File: src/rtl/aes_byte_stream_loader.sv
// ---------------------------------------------------------------------------
// aes_byte_stream_loader
//
// Byte-serial wrapper around a 128-bit combinational AES core. A transaction
// loads 16 key bytes and then 16 plaintext bytes over an 8-bit valid/ready
// stream. It then waits CORE_LAT cycles for the core to settle, captures the
// 128-bit result, and streams the result back out as 16 bytes. Input and
// output never overlap.
//
// Parameters
//   CORE_LAT  : cycles from the last input handshake to result capture (>=1)
//   MSB_FIRST : 1 -> byte 0 is bits [127:120]; 0 -> byte 0 is bits [7:0]
//
// Ports
//   clk, rst                     : clock, synchronous active-high reset
//   in_valid/in_ready/in_data    : input byte stream
//   in_mode                      : sampled with byte 0 (1 = encrypt, 0 = round trip)
//   out_valid/out_ready/out_data : output byte stream
//   out_last                     : marks the 16th output byte
//   core_key/core_text/core_flag : registers feeding the AES core
//   core_result                  : AES core output
//   busy                         : first input byte through last output byte
//
// Optional feature (macro AES_KEY_REUSE_EN)
//   Adds input key_reuse. When it is high on the first handshake of a
//   transaction, that byte is plaintext byte 0 and the previous key is kept,
//   giving a 16-byte transaction.
// ---------------------------------------------------------------------------
module aes_byte_stream_loader #(
  parameter int CORE_LAT  = 2,
  parameter bit MSB_FIRST = 1'b1
) (
  input  logic         clk,
  input  logic         rst,
  input  logic         in_valid,
  output logic         in_ready,
  input  logic [7:0]   in_data,
  input  logic         in_mode,
`ifdef AES_KEY_REUSE_EN
  input  logic         key_reuse,
`endif
  output logic         out_valid,
  input  logic         out_ready,
  output logic [7:0]   out_data,
  output logic         out_last,
  output logic [127:0] core_key,
  output logic [127:0] core_text,
  output logic         core_flag,
  input  logic [127:0] core_result,
  output logic         busy
);

  localparam logic [1:0] ST_LOAD   = 2'd0;
  localparam logic [1:0] ST_SETTLE = 2'd1;
  localparam logic [1:0] ST_SEND   = 2'd2;

  localparam int          SW          = (CORE_LAT > 1) ? $clog2(CORE_LAT) : 1;
  localparam logic [SW-1:0] SETTLE_LAST = SW'(CORE_LAT - 1);

  logic [1:0]    state_q,  state_d;
  logic [4:0]    cnt_q,    cnt_d;
  logic [SW-1:0] settle_q, settle_d;
  logic [127:0]  key_q,    key_d;
  logic [127:0]  text_q,   text_d;
  logic [127:0]  result_q, result_d;
  logic          flag_q,   flag_d;
  logic          busy_q,   busy_d;

  logic          in_hs;
  logic          out_hs;
  logic          reuse_now;
  logic [4:0]    byte_idx;
  logic [3:0]    wr_lane;
  logic [3:0]    rd_lane;

  // A key-reuse transaction starts writing at plaintext byte 0 (index 16).
`ifdef AES_KEY_REUSE_EN
  assign reuse_now = key_reuse && (cnt_q == 5'd0);
`else
  assign reuse_now = 1'b0;
`endif

  assign in_hs    = in_valid && (state_q == ST_LOAD);
  assign out_hs   = out_ready && (state_q == ST_SEND);
  assign byte_idx = reuse_now ? 5'd16 : cnt_q;

  // Stream byte position -> 8-bit lane within the 128-bit word.
  assign wr_lane = MSB_FIRST ? (4'd15 - byte_idx[3:0]) : byte_idx[3:0];
  assign rd_lane = MSB_FIRST ? (4'd15 - cnt_q[3:0])    : cnt_q[3:0];

  always_comb begin
    // NOTE: every signal assigned here gets a default first so that no path
    // leaves it unassigned; that is what keeps always_comb free of latches.
    state_d  = state_q;
    cnt_d    = cnt_q;
    settle_d = settle_q;
    key_d    = key_q;
    text_d   = text_q;
    result_d = result_q;
    flag_d   = flag_q;
    busy_d   = busy_q;

    case (state_q)
      ST_LOAD: begin
        if (in_hs) begin
          if (byte_idx[4]) text_d[{wr_lane, 3'b000} +: 8] = in_data;
          else             key_d[{wr_lane, 3'b000} +: 8]  = in_data;

          if (cnt_q == 5'd0) begin
            flag_d = in_mode;
            busy_d = 1'b1;
          end

          if (byte_idx == 5'd31) begin
            state_d  = ST_SETTLE;
            cnt_d    = 5'd0;
            settle_d = '0;
          end else begin
            cnt_d = byte_idx + 5'd1;
          end
        end
      end

      ST_SETTLE: begin
        if (settle_q == SETTLE_LAST) begin
          result_d = core_result;
          settle_d = '0;
          state_d  = ST_SEND;
        end else begin
          settle_d = settle_q + SW'(1);
        end
      end

      ST_SEND: begin
        if (out_hs) begin
          if (cnt_q == 5'd15) begin
            state_d = ST_LOAD;
            cnt_d   = 5'd0;
            busy_d  = 1'b0;
          end else begin
            cnt_d = cnt_q + 5'd1;
          end
        end
      end

      default: begin
        state_d = ST_LOAD;
        cnt_d   = 5'd0;
      end
    endcase
  end

  always_ff @(posedge clk) begin
    // NOTE: sequential state uses non-blocking assignments so every flop
    // samples the pre-edge values, independent of statement order.
    if (rst) begin
      state_q  <= ST_LOAD;
      cnt_q    <= 5'd0;
      settle_q <= '0;
      key_q    <= '0;
      text_q   <= '0;
      result_q <= '0;
      flag_q   <= 1'b1;
      busy_q   <= 1'b0;
    end else begin
      state_q  <= state_d;
      cnt_q    <= cnt_d;
      settle_q <= settle_d;
      key_q    <= key_d;
      text_q   <= text_d;
      result_q <= result_d;
      flag_q   <= flag_d;
      busy_q   <= busy_d;
    end
  end

  assign in_ready  = (state_q == ST_LOAD);
  assign out_valid = (state_q == ST_SEND);
  assign out_data  = out_valid ? result_q[{rd_lane, 3'b000} +: 8] : 8'h00;
  assign out_last  = out_valid && (cnt_q == 5'd15);
  assign core_key  = key_q;
  assign core_text = text_q;
  assign core_flag = flag_q;
  assign busy      = busy_q;

endmodule
File: config.mk
export PLATFORM = sky130hd
export DESIGN_NAME = aes_byte_stream_loader
export DESIGN_NICKNAME = d
export VERILOG_FILES = /design/src/rtl/aes_byte_stream_loader.sv
export SDC_FILE = /design/constraint.sdc
export NUM_CORES = 1
export LEC_CHECK = 0
export BUFFER_PORTS_ARGS = -buffer_cell sky130_fd_sc_hd__buf_2
export CELL_PAD_IN_SITES_DETAIL_PLACEMENT = 0
export CELL_PAD_IN_SITES_GLOBAL_PLACEMENT = 2
export CORE_ASPECT_RATIO = 1.4
export CORE_UTILIZATION = 31
export DETAILED_ROUTE_END_ITERATION = 6
export PLACE_DENSITY_LB_ADDON = 0.2
export SKIP_LAST_GASP = 1
export SLEW_MARGIN = 20
export SYNTH_ARGS = -nofsm -noshare
export SYNTH_HDL_FRONTEND = slang
export SYNTH_SLANG_ARGS = --single-unit
File: constraint.sdc
create_clock -name clk -period 4 [get_ports clk]
set_clock_uncertainty 0.05 [all_clocks]
set_input_delay 1 -clock clk [delete_from_list [all_inputs] [get_ports clk]]
set_output_delay 1 -clock clk [all_outputs]
set_load 0.005 [all_outputs]
Word level (Yosys, flattened, before mapping)
Index checks and enable logic that the tools add are counted.
{"block": "classes", "reduce_logical": 15, "div_mod_pow": 0, "n_bitwise": 2, "mux": 23, "magnitude_cmp": 0, "mul": 0, "n_eq_ne": 10, "add_sub_neg": 4, "shift": 3}
{"cell": "bitwise mux 128 bit", "n": 2}
{"cell": "variable shift 8 x 9 -> 128 bit (first input constant)", "n": 1}
{"cell": "indexed part select 128 x 8 -> 8 bit", "n": 1}
{"cell": "indexed part select 8 x 9 -> 128 bit", "n": 1}
{"cell": "two-way mux 5 bit", "n": 4}
{"cell": "one-hot mux 5 bit (3 select lines)", "n": 1}
{"cell": "AND reduction 3 bit", "n": 5}
{"cell": "two-way mux 2 bit", "n": 5}
{"cell": "inequality test 2 x 1 -> 1 bit (second input constant)", "n": 5}
{"cell": "AND reduction 5 bit", "n": 2}
{"cell": "negator 7 -> 9 bit", "n": 1}
{"cell": "two-way mux 8 bit", "n": 1}
{"cell": "two-way mux 1 bit", "n": 7}
{"cell": "one-hot mux 2 bit (3 select lines)", "n": 1}
{"cell": "adder 5 x 1 -> 5 bit (second input constant)", "n": 1}
{"cell": "== test 5 x 4 -> 1 bit (second input constant)", "n": 1}
{"cell": "== test 5 bit (second input constant)", "n": 1}
{"cell": "zero test 5 bit", "n": 1}
{"cell": "one-hot mux 1 bit (2 select lines)", "n": 2}
{"cell": "nonzero test 2 bit", "n": 2}
{"cell": "subtractor 4 bit (first input constant)", "n": 1}
{"cell": "logical AND 1 bit", "n": 3}
{"cell": "== test 2 x 1 -> 1 bit (second input constant)", "n": 1}
{"cell": "== test 2 bit (second input constant)", "n": 1}
{"cell": "other kinds (5)", "n": 6}
{"block": "totals", "regBits": 394, "out_inout_bits": 269, "inputBits": 141, "mem_count": 0, "mem_bits_rw": 0, "mem_bits_ro": 0, "latch_bits": 0, "word_cells": 65}

Logic depth before layout (Yosys ltp)
{"block": "depth", "depth_word": 4, "ltp_mapped": 12, "depth_no_buf": 8}

Least setup slack after synthesis
No wires, ideal clock.
{"block": "synth_timing", "kind": "reg2reg", "startpoint": "register cnt_q[0] (netlist: byte_idx[0])", "endpoint": "register key_q[48] (netlist: core_key[48])", "setup_time_ns": 0.128, "n_path_buf": 5, "path_stages_with_launch": 12, "arrival_time_ns": 2.872, "synth_period_minus_slack_ns": 3.050, "required_ns": 3.822, "path_slack_ns": 0.950, "cell_sequence": "dfxtp_1 buf_2 buf_4 buf_2 buf_2 inv_1 ha_1 clkbuf_1 nand2_1 a211oi_4 mux2i_1 nor2_1"}
{"block": "synth_between", "elab_chain_cells": 4, "elab_cells_between_ends": 5, "cone_classes": "add/sub: 2; shift: 2; mux: 1"}
{"item": "from (decl)", "line_no": "61", "text": "logic [4:0] cnt_q, cnt_d;"}
{"item": "from (signal assigned)", "line_no": "167", "text": "cnt_q <= cnt_d;"}
{"item": "subtractor 4 bit *", "line_no": "88", "text": "assign wr_lane = MSB_FIRST ? (4'd15 - byte_idx[3:0]) : byte_idx[3:0];"}
{"item": "negator 7 -> 9 bit *", "line_no": "107", "text": "else key_d[{wr_lane, 3'b000} +: 8] = in_data;"}
{"item": "indexed part select 8 x 9 -> 128 bit / variable shift 8 x 9 -> 128 bit (equally long branches)", "line_no": "107"}
{"item": "bitwise mux 128 bit *", "line_no": "107"}
{"item": "to (signal assigned)", "line_no": "169", "text": "key_q <= key_d;"}
{"item": "to (decl)", "line_no": "63", "text": "logic [127:0] key_q, key_d;"}
Every way passes the cells marked *; elsewhere a longest branch is shown, timed or not.
A chain may end at the register's enable or synchronous reset.

Worst setup path in the final report
{"block": "layout_timing", "startpoint": "register cnt_q[1] (netlist: byte_idx[1])", "endpoint": "output out_data[2]"}
{"block": "layout_between", "elab_chain_cells": 3}
{"item": "subtractor 4 bit", "line_no": "89", "text": "assign rd_lane = MSB_FIRST ? (4'd15 - cnt_q[3:0]) : cnt_q[3:0];"}
{"item": "indexed part select 128 x 8 -> 8 bit", "line_no": "179", "text": "assign out_data = out_valid ? result_q[{rd_lane, 3'b000} +: 8] : 8'h00;"}
{"item": "two-way mux 8 bit", "line_no": "179"}
{"item": "to (decl)", "line_no": "44", "text": "output logic [7:0] out_data,"}
Every way passes these cells.

==> flow_summary.ini <==
[sta]
period_share_pct = 92.9
setup_tns_ps = 0
fin_crit_ps = 3720
setup_viol = 0
grt_setup_unrepaired = false
hold_viol_final = 0
fmax_mhz = 269
worstMarginPinSlew_ps = 1000
fin_ws_ps = 285
max-slew-margin-rel_pct = 32.9
final_max_slew_viol_count = 0

[placement]
hpwl_um = 37700
pre_cts_ws_ps = 596
io_buffers = 409
place_area_um2 = 18200
place_congestion = 0.774

[global_routing]
use_met2_pct = 36.8
met3_usage_pct = 3.25
antenna_found_initial = 2
grt_usage_pct = 20.0
met1_usage_pct = 22.9
overflow = 0
grt_pass1_vias = 12700
grt_start_max_net_pins = 81
grt_pass1_wl_um = 77400
grt.busiest_layer = met2

[drt]
wire_per_inst_um = 19.4
post_drt_via_cell_ratio = 4.75
drt_iter0_drc = 605
drc = 0
dr_total_vias = 12800
ant_nets = 0
totalWireLength_um = 52100
firstDrtPassIters = 5

[power]
power.leakage_nw = 8.20
vdd_drop_max_v = 0.000286
p_per_area_nw_per_um2 = 417
p_total_mw = 8.14

[finish]
drive_above_1_share_pct = 27.9
antenna_cells = 0
area_delta_synth_final_pct = 25.7
final_common_cell = nand2_1
layout_common_cells = 477 x nand2_1, 408 x buf_2, 393 x dfxtp_1
design_area_um2 = 19500
nNetsFinal = 2171

[floorplanning]
fp.dieW_um = 191
start_util_pct = 31.6
num_rows = 96
core_area_um2 = 49200
die_area_um2 = 51100
io_pins = 410
die_h_um = 267

[setup_path]
max_stage_delay_ps = 650
crit_buf_inv = 2
reg2reg_to = core_text[101]
critPathMaxFanout = 15
required_ps = 2950
r2r_slack_ps = 890
r2r-start = byte_idx[0]
rr_worst_depth = 6
critPathKind = flop to output port
path_delay_family = simple AND/OR/NAND/NOR gates
worstSetupStartpointType = flop
cp_data_arrival_time_ps = 2670
worst_path_max_delay_cell = nor2_1
endpoint_kind = output port
path_cells = buf_4 -> nor2_1 -> a22oi_1 -> o211ai_1 -> o21ai_0 -> buf_2

[run_status]
status = finished, final reports clean

[logic_synthesis]
syn_inst = 1656
yosysUniqueCellTypes = 55
synth_area_um2 = 15500
synth_area_per_cell_um2 = 9.39
ys_async_sr_fraction_pct = 0
ys_ff_latch = 394
synthFlopType = dfxtp_1
postSynthNetCount = 1803
synth_edf_count = 0
synth.yosys.seq_area_share_pct = 50.7
synth_warnings = 0

[clocking]
cts_buffer_depth = 3
cts_tree = done
cts.sink_count = 394
numCtsBuffers = 42
clk_pin_slew_ps = 60
cts_hold_buf = 0
worst_skew_pair.late_latency_ps = 540
cts-root-buf = clkbuf_16
ctsHtreeMaxLevel = 2

[worst_hold_path]
worst_hold_path_type = flop to flop
min_path_cells = 2
hold_end = result_q[68]
min_from = result_q[68]

[flow_run]
cap_violations = 0
-- sequential cells by signal (all words and copies together), names as in the netlist --
signal     count
core_key     128
core_flag      1
byte_idx       5
settle_q       1
busy           1
core_text    128
state_q        2
result_q     128
-- through the flow --
stage | std cells | utilization [%] | hold WS [ps]
global route | 2689 | 39.7 | 418
floorplan | 1656 | - | 383
global placement | 2616 | 36.9 | 389
CTS | 2689 | 39.7 | 403
detailed placement | 2616 | 36.9 | 394
finish | 2689 | 39.7 | 401
-- Yosys cell counts, types with 2 or more instances --
library cell  instances  share of area [%]
a211oi_1              2              0.097
a211oi_4              4               0.52
a21oi_1             143                4.6
a22oi_1              11               0.53
and2_1                6               0.24
buf_1                10               0.24
buf_2                13               0.42
buf_4                 3               0.14
clkbuf_1             79                1.9
dfxtp_1             394                 51
ha_1                  6               0.48
inv_1                 8               0.19
mux2_2               21                1.5
mux2i_1             241                 16
mux4_2               22                3.2
nand2_1             478                 12
nand2b_1              5               0.20
nand3_1              30               0.97
nand3_2               6               0.39
nand4_1               2              0.080
nor2_1               69                1.7
nor2_2               12               0.48
nor2b_1              23               0.93
nor3_1                3              0.097
nor3_2                3               0.19
nor4_4                2               0.27
nor4bb_1              2               0.13
o211ai_1              2              0.097
o21ai_0              26               0.84
o221ai_1              3               0.17
o311ai_1              2               0.11
xnor2_1               2               0.11
-- metal layers --
metal / part of all wire [%] / routed length (µm)
met5: 0.036 / 19
met2: 52 / 26900
met1: 41 / 21200
met3: 4.7 / 2460
met4: 3.1 / 1590
-- how the worst max path moves through the flow --
| stage | from | to | slack (ps) | cells after the start |
|---|---|---|---|---|
| floorplan | byte_idx[0] | core_key[48] | 950 | 11 |
| global placement | byte_idx[0] | out_last | 630 | 7 |
| detailed placement | byte_idx[0] | out_last | 600 | 7 |
| CTS | byte_idx[0] | out_last | 230 | 7 |
| global route | byte_idx[0] | out_last | 80 | 7 |
| finish | byte_idx[1] | out_data[2] | 280 | 6 |
-- tightest hold or removal path: stages, from the launching register on --
cell and delay, ps:
dfxtp_1 310, nand2_1 50, a21oi_1 50
-- power by group --
group	switching [mW]	leakage, nW	internal [mW]
clock network	1.59	0.661	2.24
logic	0.236	4.36	0.118
registers	0.0195	3.17	3.94
-- repair_timing --
item / 4_1_cts / 5_1_grt
hold endpoints to repair: 0 / 0
setup endpoints to repair: 1 / 0
gates resized for setup: 0 / 0
setup buffers: 1 / 0
-- cells by family (layout without fill, tap and decap cells) --
kind of cell | Yosys count | in the layout | synth area share (%)
xor+xnor | 3 | 3 | 0.169
mux | 284 | 284 | 20.2
flops | 394 | 394 | 50.7
buf+inv | 114 | 510 | 2.93
simple gates | 655 | 655 | 18.1
fa+ha+maj | 6 | 6 | 0.483
compound gates | 200 | 200 | 7.36
-- final cells by class --
type	instances	area [µm²]
tap	637	797
clock inverter	7	71.3
timing repair buffer	429	2240
sequential	394	7890
inverter	9	38.8
clock buffer	65	1270
multi-input combinational	1148	7230
fill	5108	29700
Note: power is estimated with default switching activity, not from simulation.
